## src/rtl/regfile_wb_arbiter.sv

```systemverilog
// Merges ALU and MDU write-backs onto the single register-file write port; ALU -> write in 1 cycle, MDU -> >=2 cycles.
// MDU results queue in a DEPTH-entry FIFO (mdu_wr_ready = !full); a starved FIFO forces a one-cycle alu_stall.
module regfile_wb_arbiter #(
  parameter int DEPTH      = 4,
  parameter int STARVE_MAX = 8
) (
  input  logic                     clk,
  input  logic                     rst,
  input  logic                     alu_wr_valid,
  input  logic [4:0]               alu_wr_reg,
  input  logic [31:0]              alu_wr_data,
  output logic                     alu_stall,
  input  logic                     mdu_wr_valid,
  output logic                     mdu_wr_ready,
  input  logic [4:0]               mdu_wr_reg,
  input  logic [31:0]              mdu_wr_data,
  output logic                     reg_write,
  output logic [4:0]               write_reg,
  output logic [31:0]              write_data,
  output logic [31:0]              pend_mask,
  output logic [$clog2(DEPTH):0]   fifo_count
);

  localparam int PTR_W = $clog2(DEPTH);
  localparam int CNT_W = PTR_W + 1;
  localparam int SC_W  = $clog2(STARVE_MAX + 1);

  logic [4:0]       fifo_reg [DEPTH];
  logic [31:0]      fifo_dat [DEPTH];
  logic [PTR_W-1:0] rd_ptr;
  logic [PTR_W-1:0] wr_ptr;
  logic [SC_W-1:0]  starve_cnt;

  logic fifo_empty;
  logic fifo_full;
  logic alu_win;
  logic push;
  logic pop;
  logic stall_next;

  assign fifo_empty   = (fifo_count == '0);
  assign fifo_full    = (fifo_count == CNT_W'(DEPTH));
  assign mdu_wr_ready = !fifo_full;

  // Writes to r0 are architecturally void, so they neither win the port nor occupy the FIFO.
  assign alu_win    = alu_wr_valid && !alu_stall && (alu_wr_reg != 5'd0);
  assign pop        = !alu_win && !fifo_empty;
  assign push       = mdu_wr_valid && !fifo_full && (mdu_wr_reg != 5'd0);
  assign stall_next = alu_win && !fifo_empty && (starve_cnt == SC_W'(STARVE_MAX - 1));

  always_ff @(posedge clk) begin
    if (push) begin
      fifo_reg[wr_ptr] <= mdu_wr_reg;
      fifo_dat[wr_ptr] <= mdu_wr_data;
    end
  end

  always_ff @(posedge clk or posedge rst) begin
    if (rst) begin
      rd_ptr     <= '0;
      wr_ptr     <= '0;
      fifo_count <= '0;
    end else begin
      if (push) wr_ptr <= wr_ptr + 1'b1;
      if (pop)  rd_ptr <= rd_ptr + 1'b1;
      case ({push, pop})
        2'b10:   fifo_count <= fifo_count + 1'b1;
        2'b01:   fifo_count <= fifo_count - 1'b1;
        default: fifo_count <= fifo_count;
      endcase
    end
  end

  always_ff @(posedge clk or posedge rst) begin
    if (rst) begin
      starve_cnt <= '0;
      alu_stall  <= 1'b0;
    end else begin
      alu_stall <= stall_next;
      if (fifo_empty || pop)
        starve_cnt <= '0;
      else if (alu_win)
        starve_cnt <= starve_cnt + 1'b1;
    end
  end

  // Address/data hold their last value when idle; consumers qualify them with reg_write.
  always_ff @(posedge clk or posedge rst) begin
    if (rst) begin
      reg_write  <= 1'b0;
      write_reg  <= 5'd0;
      write_data <= 32'd0;
    end else if (alu_win) begin
      reg_write  <= 1'b1;
      write_reg  <= alu_wr_reg;
      write_data <= alu_wr_data;
    end else if (pop) begin
      reg_write  <= 1'b1;
      write_reg  <= fifo_reg[rd_ptr];
      write_data <= fifo_dat[rd_ptr];
    end else begin
      reg_write  <= 1'b0;
    end
  end

  always_comb begin
    pend_mask = '0;
    for (int i = 0; i < DEPTH; i++) begin
      if (CNT_W'(i) < fifo_count)
        pend_mask[fifo_reg[rd_ptr + PTR_W'(i)]] = 1'b1;
    end
    if (reg_write)
      pend_mask[write_reg] = 1'b1;
  end

endmodule

```

## config.mk

```make
export PLATFORM = sky130hd
export DESIGN_NAME = regfile_wb_arbiter
export DESIGN_NICKNAME = d
export VERILOG_FILES = /design/src/rtl/regfile_wb_arbiter.sv
export SDC_FILE = /design/constraint.sdc
export NUM_CORES = 1
export LEC_CHECK = 0
export BUFFER_PORTS_ARGS = -buffer_cell sky130_fd_sc_hd__buf_4
export CORE_ASPECT_RATIO = 0.7
export CORE_MARGIN = 5
export CORE_UTILIZATION = 35
export DETAILED_ROUTE_END_ITERATION = 8
export MAX_ROUTING_LAYER = met4
export SLEW_MARGIN = 10
export SYNTH_ARGS = -nofsm -noshare
export SYNTH_HDL_FRONTEND = slang
export SYNTH_SLANG_ARGS = --single-unit
```

## constraint.sdc

```tcl
create_clock -name clk -period 3.3 [get_ports clk]
set_input_delay 0.165 -clock clk [delete_from_list [all_inputs] [get_ports clk]]
set_output_delay 0.165 -clock clk [all_outputs]
set_load 0.02 [all_outputs]
```

**Word level (Yosys, flattened, before mapping)**

Memory sizes are Yosys's and may differ from the RTL's.
Index checks and enable logic that the tools add are counted.

- Flip-flop bits (word level): 50
- Latch bits: 0
- Memory bits (writable): 148
- Memory bits (read-only): 0
- Logic and storage cells: 88
- Memories kept: 2

- $add $sub $neg: 7
- Multipliers: 0
- Div/mod/pow operators: 0
- Magnitude comparators: 14
- Equal/unequal tests: 4
- Shift operators: 0
- Multiplexer cells: 26
- Bitwise operators: 4
- Reduce and logical (&&, ||, !) cells: 23

Memories:

| name | words | bits a word | rd ports | clocked after memory_dff | wr ports | RTL line | source |
|---|---|---|---|---|---|---|---|
| fifo_dat | 4 | 32 | 1 | 0 | 1 | 29 | `logic [31:0] fifo_dat [DEPTH];` |
| fifo_reg | 4 | 5 | 4 | 0 | 1 | 28 | `logic [4:0] fifo_reg [DEPTH];` |

Operators with widths:

| cell | count |
|---|---|
| $mux 32 | 7 |
| $or 32x32->32 | 4 |
| $lt 5x6->1 const B | 5 |
| $demux 1 s5 | 5 |
| $ge 5x1->1 const B | 5 |
| $logic_and 1x1->1 | 12 |
| $mux 5 | 2 |
| $reduce_bool 5->1 | 2 |
| $mux 1 | 9 |
| $mux 4 | 2 |
| $lt 1x3->1 const A | 2 |
| $lt 2x3->1 const A | 2 |
| $pmux 3 s2 | 1 |
| $reduce_bool 2->1 | 3 |
| $add 2x1->2 const B | 2 |
| $add 2x2->2 const B | 2 |
| $add 4x1->4 const B | 1 |
| $eq 4x3->1 const B | 1 |
| $logic_not 1->1 | 4 |
| $add 3x1->3 const B | 1 |
| $eq 3x3->1 const B | 1 |
| $logic_not 3->1 | 1 |
| $sub 3x1->3 const B | 1 |
| $eq 2x1->1 const B | 1 |
| other kinds (2) | 2 |

**Depth between registers and ports, before layout**

An unclocked memory read counts as a cell.

- Word-level depth: 14
- Depth in mapped cells: 11
- Depth with buffers taken out: 10

**Least setup slack after synthesis**

Ideal clock, no wire load.

- Kind: reg-to-reg
- Start point: register fifo_count[0]
- End point: memory fifo_dat[0][0], enable pin
- Arrival: 2.596 ns
- Data required time: 2.902 ns
- Setup slack: 0.306 ns
- Cell stages (with the launch flop): 8
- Path buffers: 1
- Clock period less this slack: 2.994 ns
- Cell sequence: dfrtp_1 > clkbuf_1 > inv_1 > ha_1 > nand2_1 > nand2_1 > a21oi_1 > and2_1

- Longest elaborated chain between the ends: 6

Ends and longest elaborated chain:

| what | RTL line | source |
|---|---|---|
| start, declared | 21 | `output logic [$clog2(DEPTH):0] fifo_count` |
| start signal, assigned | 67 | `2'b10: fifo_count <= fifo_count + 1'b1;` |
| start signal, assigned | 68 | `2'b01: fifo_count <= fifo_count - 1'b1;` |
| start signal, assigned | 69 | `default: fifo_count <= fifo_count;` |
| $eq 3x3->1 | 42 | `assign fifo_full = (fifo_count == CNT_W'(DEPTH));` |
| $logic_not 1->1 | - |  |
| named net mdu_wr_ready | 14 | `output logic mdu_wr_ready,` |
| $logic_and 1x1->1 (2 in series) | 48 | `assign push = mdu_wr_valid && !fifo_full && (mdu_wr_reg != 5'd0);` |
| $mux 1 | 52 | `if (push) begin` |
| $mux 1 (implied by the code) | 54 | `fifo_dat[wr_ptr] <= mdu_wr_data;` |
| end, declared | 29 |  |

The timed path passes the listed nets, and every way through them passes these cells.

**Final worst setup path**

- Start point: register rd_ptr[1]
- End point: output port pend_mask[20]

- Longest elaborated chain between the ends: 14

Ends and longest elaborated chain:

| what | RTL line | source |
|---|---|---|
| start, declared | 30 | `logic [PTR_W-1:0] rd_ptr;` |
| start signal, assigned | 65 | `if (pop) rd_ptr <= rd_ptr + 1'b1;` |
| $add 2x1->2 / $mem_v2 4x5 (equally long branches) | - |  |
| $mem_v2 4x5 (*) | - |  |
| $lt 5x6->1 (implied by the code), or another cell as far along | 110 | `pend_mask[fifo_reg[rd_ptr + PTR_W'(i)]] = 1'b1;` |
| $logic_and 1x1->1 (implied by the code) / $mux 1 (equally long branches) | 110 |  |
| $mux 1 (implied by the code) / $demux 1 s5 (equally long branches) | 110 |  |
| $demux 1 s5 / $mux 32 (equally long branches) | 110, 109 |  |
| $or 32x32->32 (no line) | - |  |
| $mux 32 | 109 | `if (CNT_W'(i) < fifo_count)` |
| $or 32x32->32 (no line) | - |  |
| $mux 32 | 109 |  |
| $or 32x32->32 (no line) | - |  |
| $mux 32 (*) | 109 |  |
| $or 32x32->32 (no line) | - |  |
| $mux 32 (*) | 112 | `if (reg_write)` |
| end, declared | 20 | `output logic [31:0] pend_mask,` |

Every way passes the cells marked *; elsewhere a longest branch is shown, timed or not.

==> impl_summary.txt <==
----------------------------------------------------
[Status]
  Outcome ... completed

[Worst setup path]
  Setup CP Type ... flip-flop to output port
  Critical path data arrival time ... 3020 ps
  Flop2flop setup slack ... 620 ps
  Largest fanout on the critical path ... 22
  Launch instance of the worst register-to-register path ... fifo_count[0]
  Worst reg2reg path endpoint ... fifo_dat[1][12]
  Category of the worst setup path launch point ... flip-flop
  Required time of the critical path ... 3130 ps
  Depth of the most critical reg-to-reg path ... 7
  Worst setup endpoint ... pend_mask[20]
  Origin of the worst setup path ... rd_ptr[1]
  CP Capture Type ... output port

[Synthesis]
  Number of enable-type register cells in the synthesized netlist ... 148
  Register area share after synthesis ... 0.595
  Gate Count Post-Synth ... 700
  Number of nets produced by synthesis ... 788
  Yosys warns ... 0
  Post-synthesis cell area ... 9570 sq um
  Average instance area after synthesis ... 13.7 sq um
  Ys flop type ... sky130_fd_sc_hd__edfxtp_1
  Flops & latches, synth ... 198
  Synth unique cells ... 45
  Synth async-reset ratio ... 0.253

[Global route]
  Overflow left after global routing ... 0
  Number of antenna violations at the first check in global routing ... 0
  Number of global-route vias before repair ... 6845
  First-pass GRT wire length ... 40.6 mm
  Total global routing track utilization ... 0.174
  Maximum number of pins on one net before global-route repair ... 39

[Detailed routing]
  Residual DRC count ... 0
  Count of antenna-violating nets left after detailed routing ... 0
  Detailed router's first-iteration violation count ... 780
  Total Routed Length ... 26.6 mm
  Post-detailed-route via-to-cell ratio ... 5.47
  Average wire per standard cell ... 20.9 um
  Total iterations of the first detailed-routing run ... 7
  Number of vias after detailed routing ... 6978

[Clock network]
  CTS tree ... built
  Post-CTS repair timing setup buffer count ... 0
  Clk sinks ... 198
  Resized Gates After CTS ... 0
  Register clock-pin slew on the reported worst setup and hold paths ... 80 ps
  Clock Path Buffers ... 2
  Count of hold-fix buffers inserted at cts ... 58
  Cts bufs inserted ... 17
  Clock Latency Late Sink ... 440 ps
  Root Buffer Master ... sky130_fd_sc_hd__clkbuf_16
  Number of H-tree levels ... 4

[Timing]
  Setup skew after layout ... 24.0 ps
  Clock period minus final worst setup slack ... 3180 ps
  F_max ... 314 MHz
  Endpoints failing hold ... 0
  Slew HR ... 0.433
  Least-Margin Pin Slew ... 847 ps
  RSZ-0062 raised after global routing ... no
  Period utilization ... 0.965
  Final TNS setup ... 0 ps
  Final number of setup-violating endpoints ... 0
  Max-slew violation count ... 0

[Layout]
  Signed area change from the synthesized netlist to the final layout ... 29.5%
  Most common cell after layout, fill and taps aside ... sky130_fd_sc_hd__buf_4
  Max FFs per register ... 128
  Share of cells above drive strength 1 ... 0.290
  Filler cell count ... 2351
  Ant diodes ... 0
  Most frequent cells in the layout ... 164 x sky130_fd_sc_hd__buf_4, 148 x sky130_fd_sc_hd__edfxtp_1, 91 x sky130_fd_sc_hd__nand2_1
  Post-layout nets ... 986

[Floorplan]
  IO Count ... 153
  Die Span Y ... 148 um
  DIE WIDTH ... 208 um
  Full die area ... 30800 sq um
  Starting density of the core ... 0.356
  Core Region ... 26800 sq um
  Count of standard-cell rows ... 50

[Power and ir drop]
  P_leak ... 4.65 nW
  Worst-case vdd ir drop ... 0.433 mV
  Cell Pwr Density ... 952 nW/um^2
  Post-layout total power ... 0.0118 W

[Place]
  Final estimated routing congestion in global placement ... 0.950
  Detailed placement HPWL ... 18.2 mm
  PortBufs ... 152

[Run]
  Number of maximum-capacitance constraint violations ... 0

[Hold path]
  Min-Delay Path Class ... input pin to flip-flop

----------------------------------------------------
## metrics by stage
stage,setup WS (ps),std cells,utilization,hold WS (ps),cell area (sq um)
6_report,115,1275,0.461,11.1,12400
5_1_grt,54.0,1275,0.461,9.04,12400
3_5_place_dp,608,1184,0.416,367,11200
4_1_cts,194,1274,0.461,0.492,12400
2_1_floorplan,306,700,-,264,9570
3_3_place_gp,618,1184,0.416,371,11200
## cell usage after synthesis (8+ instances only)
master / count / share of area
sky130_fd_sc_hd__a32oi_1: 35 / 0.032
sky130_fd_sc_hd__nand3_1: 56 / 0.029
sky130_fd_sc_hd__a22oi_1: 26 / 0.020
sky130_fd_sc_hd__and4b_1: 8 / 0.0084
sky130_fd_sc_hd__a31oi_1: 34 / 0.022
sky130_fd_sc_hd__dfrtp_1: 50 / 0.13
sky130_fd_sc_hd__nor2_1: 51 / 0.020
sky130_fd_sc_hd__mux4_2: 45 / 0.11
sky130_fd_sc_hd__edfxtp_1: 148 / 0.46
sky130_fd_sc_hd__nand2_1: 91 / 0.036
sky130_fd_sc_hd__ha_1: 10 / 0.013
sky130_fd_sc_hd__nor2b_1: 17 / 0.011
sky130_fd_sc_hd__buf_2: 13 / 0.0068
sky130_fd_sc_hd__clkbuf_1: 25 / 0.0098
sky130_fd_sc_hd__and2_1: 10 / 0.0065
## cell families after synthesis
kind of cell | share of synthesized area
muxes | 0.132
AOI/OAI and AO/OA | 0.0829
DFF | 0.595
buffers and inverters | 0.0265
and+or+nand+nor | 0.143
adders and majority gates | 0.0131
xor gates and xnor gates | 0.00732
## layer usage
| layer | up-vias | share of wire | GRT usage |
|---|---|---|---|
| met5 | - | 0 | - |
| met4 | 0 | 0.013 | 0.0314 |
| met3 | 35 | 0.085 | 0.0432 |
| met2 | 354 | 0.43 | 0.247 |
| met1 | 3441 | 0.47 | 0.256 |
| li1 | 3148 | - | - |
## power by group
| part | leakage, nW | internal [W] | switching (W) |
|---|---|---|---|
| sequential | 1.93 | 0.00331 | 0.000436 |
| clock | 0.305 | 0.00123 | 0.000975 |
| combinational | 2.41 | 0.00228 | 0.00356 |
| total | 4.65 | 0.00682 | 0.00497 |
## worst max-delay path, stage by stage (launching register included)
cell and delay (ps):
sky130_fd_sc_hd__dfrtp_2 690, sky130_fd_sc_hd__mux4_1 780, sky130_fd_sc_hd__nor2b_1 570, sky130_fd_sc_hd__a32oi_1 190, sky130_fd_sc_hd__nand3_1 170, sky130_fd_sc_hd__buf_4 160
## final cells by class
type / count / area, sq um / share of cell area
Tap cell: 364 / 455 / 0.0368
Clock buffer: 17 / 425 / 0.0344
Multi-Input combinational cell: 446 / 3640 / 0.294
Clock inverter: 15 / 214 / 0.0173
Sequential cell: 198 / 5700 / 0.460
Timing Repair Buffer: 228 / 1920 / 0.155
Inverter: 7 / 26.3 / 0.00212
## worst min-delay path by stage
| stage | end | from | cells past startpoint | slack, ps |
|---|---|---|---|---|
| floorplan | fifo_dat[0][0] | mdu_wr_data[0] | 0 | 260 |
| global placement | write_data[23] | rst | 2 | 370 |
| detailed placement | write_data[23] | rst | 2 | 370 |
| CTS | write_data[8] | alu_wr_data[8] | 3 | 0.5 |
| global route | write_data[11] | alu_wr_data[11] | 3 | 9 |
| finish | write_data[14] | alu_wr_data[14] | 3 | 10 |
(Power assumes the default switching activity.)
